[src/rtl/icache_refill_ctrl_pkg.sv]
// Shared constants for the instruction-cache refill path: line geometry,
// address field boundaries and the refill FSM state encoding.
package icache_refill_ctrl_pkg;

    localparam int LINE_BITS   = 128;
    localparam int OFFSET_BITS = 4;
    localparam int INDEX_LSB   = 4;
    localparam int TAG_LSB     = 6;

    localparam logic [2:0] ST_IDLE = 3'd0;
    localparam logic [2:0] ST_REQ  = 3'd1;
    localparam logic [2:0] ST_WAIT = 3'd2;
    localparam logic [2:0] ST_FILL = 3'd3;
    localparam logic [2:0] ST_DONE = 3'd4;

    typedef enum logic [2:0] {
        IDLE = ST_IDLE,
        REQ  = ST_REQ,
        WAIT = ST_WAIT,
        FILL = ST_FILL,
        DONE = ST_DONE
    } refill_state_e;

endpackage

[src/rtl/icache_refill_ctrl_timer.sv]
// Refill wait timer: cleared while requesting, counts response-wait cycles,
// flags the last allowed cycle before a re-request.
module icache_refill_ctrl_timer #(
    parameter int LIMIT = 64
) (
    input  logic clk,
    input  logic rst_n,
    input  logic clr,
    input  logic en,
    output logic tc
);

    localparam int W = (LIMIT > 2) ? $clog2(LIMIT) : 1;

    logic [W-1:0] cnt;

    always_ff @(posedge clk or negedge rst_n) begin
        if (!rst_n) begin
            cnt <= '0;
        end else if (clr) begin
            cnt <= '0;
        end else if (en) begin
            cnt <= cnt + 1'b1;
        end
    end

    assign tc = (cnt == W'(LIMIT - 1));

endmodule

[src/rtl/icache_refill_ctrl.sv]
// Instruction-cache miss service: one line-aligned memory read per miss,
// single-cycle cache fill, timeout re-request and a saturating refill count.
module icache_refill_ctrl
    import icache_refill_ctrl_pkg::*;
#(
    parameter int ADDR_WIDTH = 32,
    parameter int BITS_LINE  = LINE_BITS,
    parameter int INDEX_BITS = 2,
    parameter int TIMEOUT    = 64,
    parameter int CNT_WIDTH  = 16
) (
    input  logic                      clk,
    input  logic                      rst_n,
    input  logic                      miss,
    input  logic [ADDR_WIDTH-1:0]     miss_addr,
    output logic                      stall,
    output logic                      mem_req,
    output logic [ADDR_WIDTH-1:0]     mem_addr,
    input  logic                      mem_gnt,
    input  logic                      mem_rvalid,
    input  logic [BITS_LINE-1:0]      mem_rdata,
    output logic                      cache_we,
    output logic [INDEX_BITS-1:0]     cache_index,
    output logic [ADDR_WIDTH-TAG_LSB-1:0] cache_tag,
    output logic [BITS_LINE-1:0]      cache_line,
    output logic [CNT_WIDTH-1:0]      refill_cnt,
    output logic                      timeout_err
);

    refill_state_e state, nxt;

    logic [ADDR_WIDTH-1:0] addr_q;
    logic [BITS_LINE-1:0]  line_q;
    logic [CNT_WIDTH-1:0]  cnt_q;
    logic                  terr_q;
    logic                  tc;
    logic                  unused_offset;

    // Byte offset within the line never reaches memory or the cache.
    assign unused_offset = ^miss_addr[OFFSET_BITS-1:0];

    icache_refill_ctrl_timer #(.LIMIT(TIMEOUT)) u_refill_timer (
        .clk   (clk),
        .rst_n (rst_n),
        .clr   (state == REQ),
        .en    (state == WAIT),
        .tc    (tc)
    );

    always_ff @(posedge clk or negedge rst_n) begin
        if (!rst_n) state <= IDLE;
        else        state <= nxt;
    end

    always_comb begin
        nxt = state;
        case (state)
            IDLE:    if (miss) nxt = REQ;
            REQ:     if (mem_gnt) nxt = WAIT;
            WAIT: begin
                // A response on the terminal cycle still completes the refill.
                if (mem_rvalid)  nxt = FILL;
                else if (tc)     nxt = REQ;
            end
            FILL:    nxt = DONE;
            DONE:    nxt = IDLE;
            default: nxt = IDLE;
        endcase
    end

    always_ff @(posedge clk or negedge rst_n) begin
        if (!rst_n) begin
            addr_q <= '0;
            line_q <= '0;
            cnt_q  <= '0;
            terr_q <= 1'b0;
        end else begin
            if (state == IDLE && miss)
                addr_q <= {miss_addr[ADDR_WIDTH-1:OFFSET_BITS], {OFFSET_BITS{1'b0}}};
            if (state == WAIT && mem_rvalid)
                line_q <= mem_rdata;
            if (state == WAIT && !mem_rvalid && tc)
                terr_q <= 1'b1;
            if (state == FILL && cnt_q != '1)
                cnt_q <= cnt_q + 1'b1;
        end
    end

    // stall is gated by reset so a held miss cannot freeze fetch during reset.
    assign stall       = rst_n && ((state == IDLE) ? miss :
                                   (state == REQ || state == WAIT || state == FILL));
    assign mem_req     = (state == REQ);
    assign mem_addr    = addr_q;
    assign cache_we    = (state == FILL);
    assign cache_index = addr_q[INDEX_LSB +: INDEX_BITS];
    assign cache_tag   = addr_q[ADDR_WIDTH-1:TAG_LSB];
    assign cache_line  = line_q;
    assign refill_cnt  = cnt_q;
    assign timeout_err = terr_q;

endmodule

[config.mk]
export PLATFORM = sky130hd
export DESIGN_NAME = icache_refill_ctrl
export DESIGN_NICKNAME = d
export VERILOG_FILES = /design/src/rtl/icache_refill_ctrl_pkg.sv /design/src/rtl/icache_refill_ctrl_timer.sv /design/src/rtl/icache_refill_ctrl.sv
export SDC_FILE = /design/constraint.sdc
export NUM_CORES = 1
export LEC_CHECK = 0
export CAP_MARGIN = 20
export CORE_AREA = 2 2 147 149
export CTS_CLUSTER_SIZE = 10
export DETAILED_ROUTE_END_ITERATION = 16
export DIE_AREA = 0 0 149 151
export PLACE_DENSITY = 0.83
export SETUP_SLACK_MARGIN = 0.1
export SLEW_MARGIN = 0
export SYNTH_ARGS = -nofsm -noshare
export SYNTH_HDL_FRONTEND = slang
export SYNTH_SLANG_ARGS = --single-unit
export TNS_END_PERCENT = 10
[constraint.sdc]
create_clock -name clk -period 4.3 [get_ports clk]
set_input_delay 0.43 -clock clk [delete_from_list [all_inputs] [get_ports clk]]
set_output_delay 0.43 -clock clk [all_outputs]
set_load 0.03 [all_outputs]
==> results.sh <==
export IMPL_cp_end_kind="output port"
export IMPL_wirelength_um=19100
export IMPL_cts_resized_gates=0
export IMPL_hp_class="reg2reg"
export IMPL_drv_cap=0
export IMPL_grt_pass1_vias=5163
export IMPL_ff_latch_area_sq_um=4550
export IMPL_htreeDepth=4
export IMPL_power_switching_mw=3.94
export IMPL_pwr_share_clk_pct=16.3
export IMPL_clock_latency_ps=420
export IMPL_power_density_nw_per_um2=812
export IMPL_synthCells=485
export IMPL_required_ps=3870
export IMPL_synth_top_cell_area_share_pct=61.5
export IMPL_p_int_mw=5.53
export IMPL_synthFlopType="dfrtp_1"
export IMPL_path_buf_inv=3
export IMPL_placementRows=53
export IMPL_post_drt_via_cell_ratio=4.55
export IMPL_wire_per_inst_um=17.1
export IMPL_clkSlewWorstSetupHoldPaths_ps=70
export IMPL_synth_common_cells="dfrtp_1, mux2_1, buf_4"
export IMPL_tightest_slew_ps=768
export IMPL_nets=992
export IMPL_p_leak_nw=4.90
export IMPL_clockRootBuffer="clkbuf_16"
export IMPL_synth_warnings=0
export IMPL_synth_area_leaders="dfrtp_1, mux2_1, buf_4"
export IMPL_setup_tns_ps=0
export IMPL_syn_avg_cell_area_sq_um=15.3
export IMPL_crit_start="rst_n"
export IMPL_relSlewSlack_pct=48.8
export IMPL_cts_sinks=182
export IMPL_final_setup_skew_ps=15.2
export IMPL_drc_errors=0
export IMPL_setup_violations=0
export IMPL_outcome="completed"
export IMPL_die_w_um=149
export IMPL_yosysUniqueCellTypes=45
export IMPL_post_cts_setup_buffers=0
export IMPL_post_synth_top_area_cell="dfrtp_1"
export IMPL_hold_ws_ps=481
export IMPL_coreArea_sq_um=20800
export IMPL_switching_share_pct=41.6
export IMPL_dr_pass1_iters=4
export IMPL_ys_seq_area_share_pct=61.5
export IMPL_cp_arrival_ps=2390
export IMPL_fin_crit_ps=2820
export IMPL_ir_worst_vdd_uv=364
export IMPL_grt_max_degree=134
export IMPL_drtIter0Drc=153
export IMPL_netlist_area_sq_um=7410
export IMPL_fillCellCount=1767
export IMPL_numCtsBuffers=17
export IMPL_max_freq_mhz=355
export IMPL_ant_nets=0
export IMPL_grt_pass1_wl_um=28700
export IMPL_critPathMaxFanout=51
export IMPL_worst_path_largest_cell_delay_ps=720
export IMPL_gr_usage_all_layers_pct=16.4
export IMPL_finalHoldViolCount=0
export IMPL_grt_overflow_total=0
export IMPL_dpl_hpwl_um=14400
export IMPL_slew_violations=0
export IMPL_multiInputGateArea_sq_um=2450
export IMPL_clk_path_buf_depth=2
export IMPL_path_class="in2out"
export IMPL_die_h_um=151
export IMPL_grt_busiest_layer="met2"
export IMPL_synth_seq_cells=182
export IMPL_worstSetupStartpointType="input pin"
export IMPL_cts_hold_buf=1
export IMPL_cp_slowest_cell="clkdlybuf4s50_1"
export IMPL_placed_cell_area_sq_um=11100
export IMPL_synth_edf_count=0
export IMPL_fin_crit_sh_pct=65.6
export IMPL_synth_most_common_cell="dfrtp_1"
export IMPL_cts_tree="yes"
export IMPL_reg2reg_from="state[1]"
export IMPL_drive_gt1_share_pct=7.76
export IMPL_antenna_found_initial=1
export IMPL_min_from="timeout_err"
export IMPL_p_comb_share_pct=52.3
export IMPL_grt_util_met3_pct=4.37
export IMPL_port_buffer_count=364
export IMPL_vias=5067
export IMPL_area_growth_pct=57.4
export IMPL_pin_count=373
export IMPL_async_flop_share_pct=100
export IMPL_gp_congestion=0.776
export IMPL_initial_core_util_pct=35.6
export IMPL_grtUsageMet1_pct=18.7
export IMPL_grtUsageMet2_pct=30.0
export IMPL_seqPwrFrac_pct=31.4
export IMPL_final_area_sq_um=11700
export IMPL_cp_top_family="buffers and inverters"
export IMPL_crit_chain="dlygate4sd3_1, buf_6, nor3b_1, clkdlybuf4s50_1"
export IMPL_rsz0062_at_grt="no"
export IMPL_die_area_sq_um=22500
logic make-up after synthesis:
family / Yosys count / share of synthesized area, %
adders and majority gates: 2 / 0.338
muxes: 158 / 24.0
AOI/OAI and AO/OA: 18 / 1.50
and+or+nand+nor: 56 / 5.32
buffers and inverters: 55 / 5.79
xor gates and xnor gates: 13 / 1.54
DFF: 182 / 61.5
other: 1 / 0.0506
cell type report:
class                      instances  area share, %
tap                              275           2.95
inverter                           3         0.0965
clock inverter                    15           1.41
multi-input combinational        251           21.0
timing repair buffer             370           31.9
antenna                            1         0.0215
clock buffer                      17           3.65
sequential                       182           39.0
power by group through the flow:
stage	Sequential (mW)	Combinational, mW	Clock [mW]
finish	2.97	4.95	1.55
global route	3.07	5.17	1.69
CTS	2.98	5.02	1.60
detailed placement	3.01	5.01	0
global placement	2.95	4.93	0
floorplan	4.46	1.42	0
sequential cells by signal, summed over array words and instances (netlist names):
register and count:
cache_line 128, mem_addr 28, refill_cnt 16, u_refill_timer.cnt 6, state 3, timeout_err 1
placed cells by master, fill, tap and decap left out, drive strengths merged, types with 2 or more instances in the layout:
cell type and count:
clkdlybuf4s50 363, dfrtp 182, mux2 157, clkbuf 17, xor2 11, nand2 9
inv 9, nor3 8, o21ai 7, clkinv 7, nand4 6, buf 6
nand3 5, nor2 5, nor4 5, conb 4, a21oi 3, nor3b 3
nor2b 2, a31oi 2, xnor2 2, nand2b 2, ha 2, nand3b 2
nor4b 2
per-stage QoR:
| stage | power (mW) | utilization (%) | cells | setup WS, ps |
|---|---|---|---|---|
| after global routing | 9.93 | 56.0 | 1114 | 1350 |
| after global placement | 7.89 | 53.1 | 1080 | 1720 |
| final | 9.47 | 56.0 | 1114 | 1480 |
| after CTS | 9.61 | 56.0 | 1113 | 1430 |
| after detailed placement | 8.02 | 53.1 | 1080 | 1720 |
| after floorplan | 5.89 | - | 488 | 2330 |
final timing paths:
check	endpoint	slack, ps	depth (start not counted)
max reg2reg	cache_line[103]	1750	4
min in group asynchronous	cache_line[50]	560	2
max	stall	1480	4
max in group asynchronous	cache_line[10]	2620	3
min reg2reg	timeout_err	480	1
min	timeout_err	480	1
layer usage:
metal | vias up | part of all wire (%)
met4 | 0 | 1.7
met1 | 2508 | 38
met5 | - | 0
met3 | 18 | 7.0
met2 | 186 | 54
li1 | 2355 | -
(Power assumes the default switching activity.)
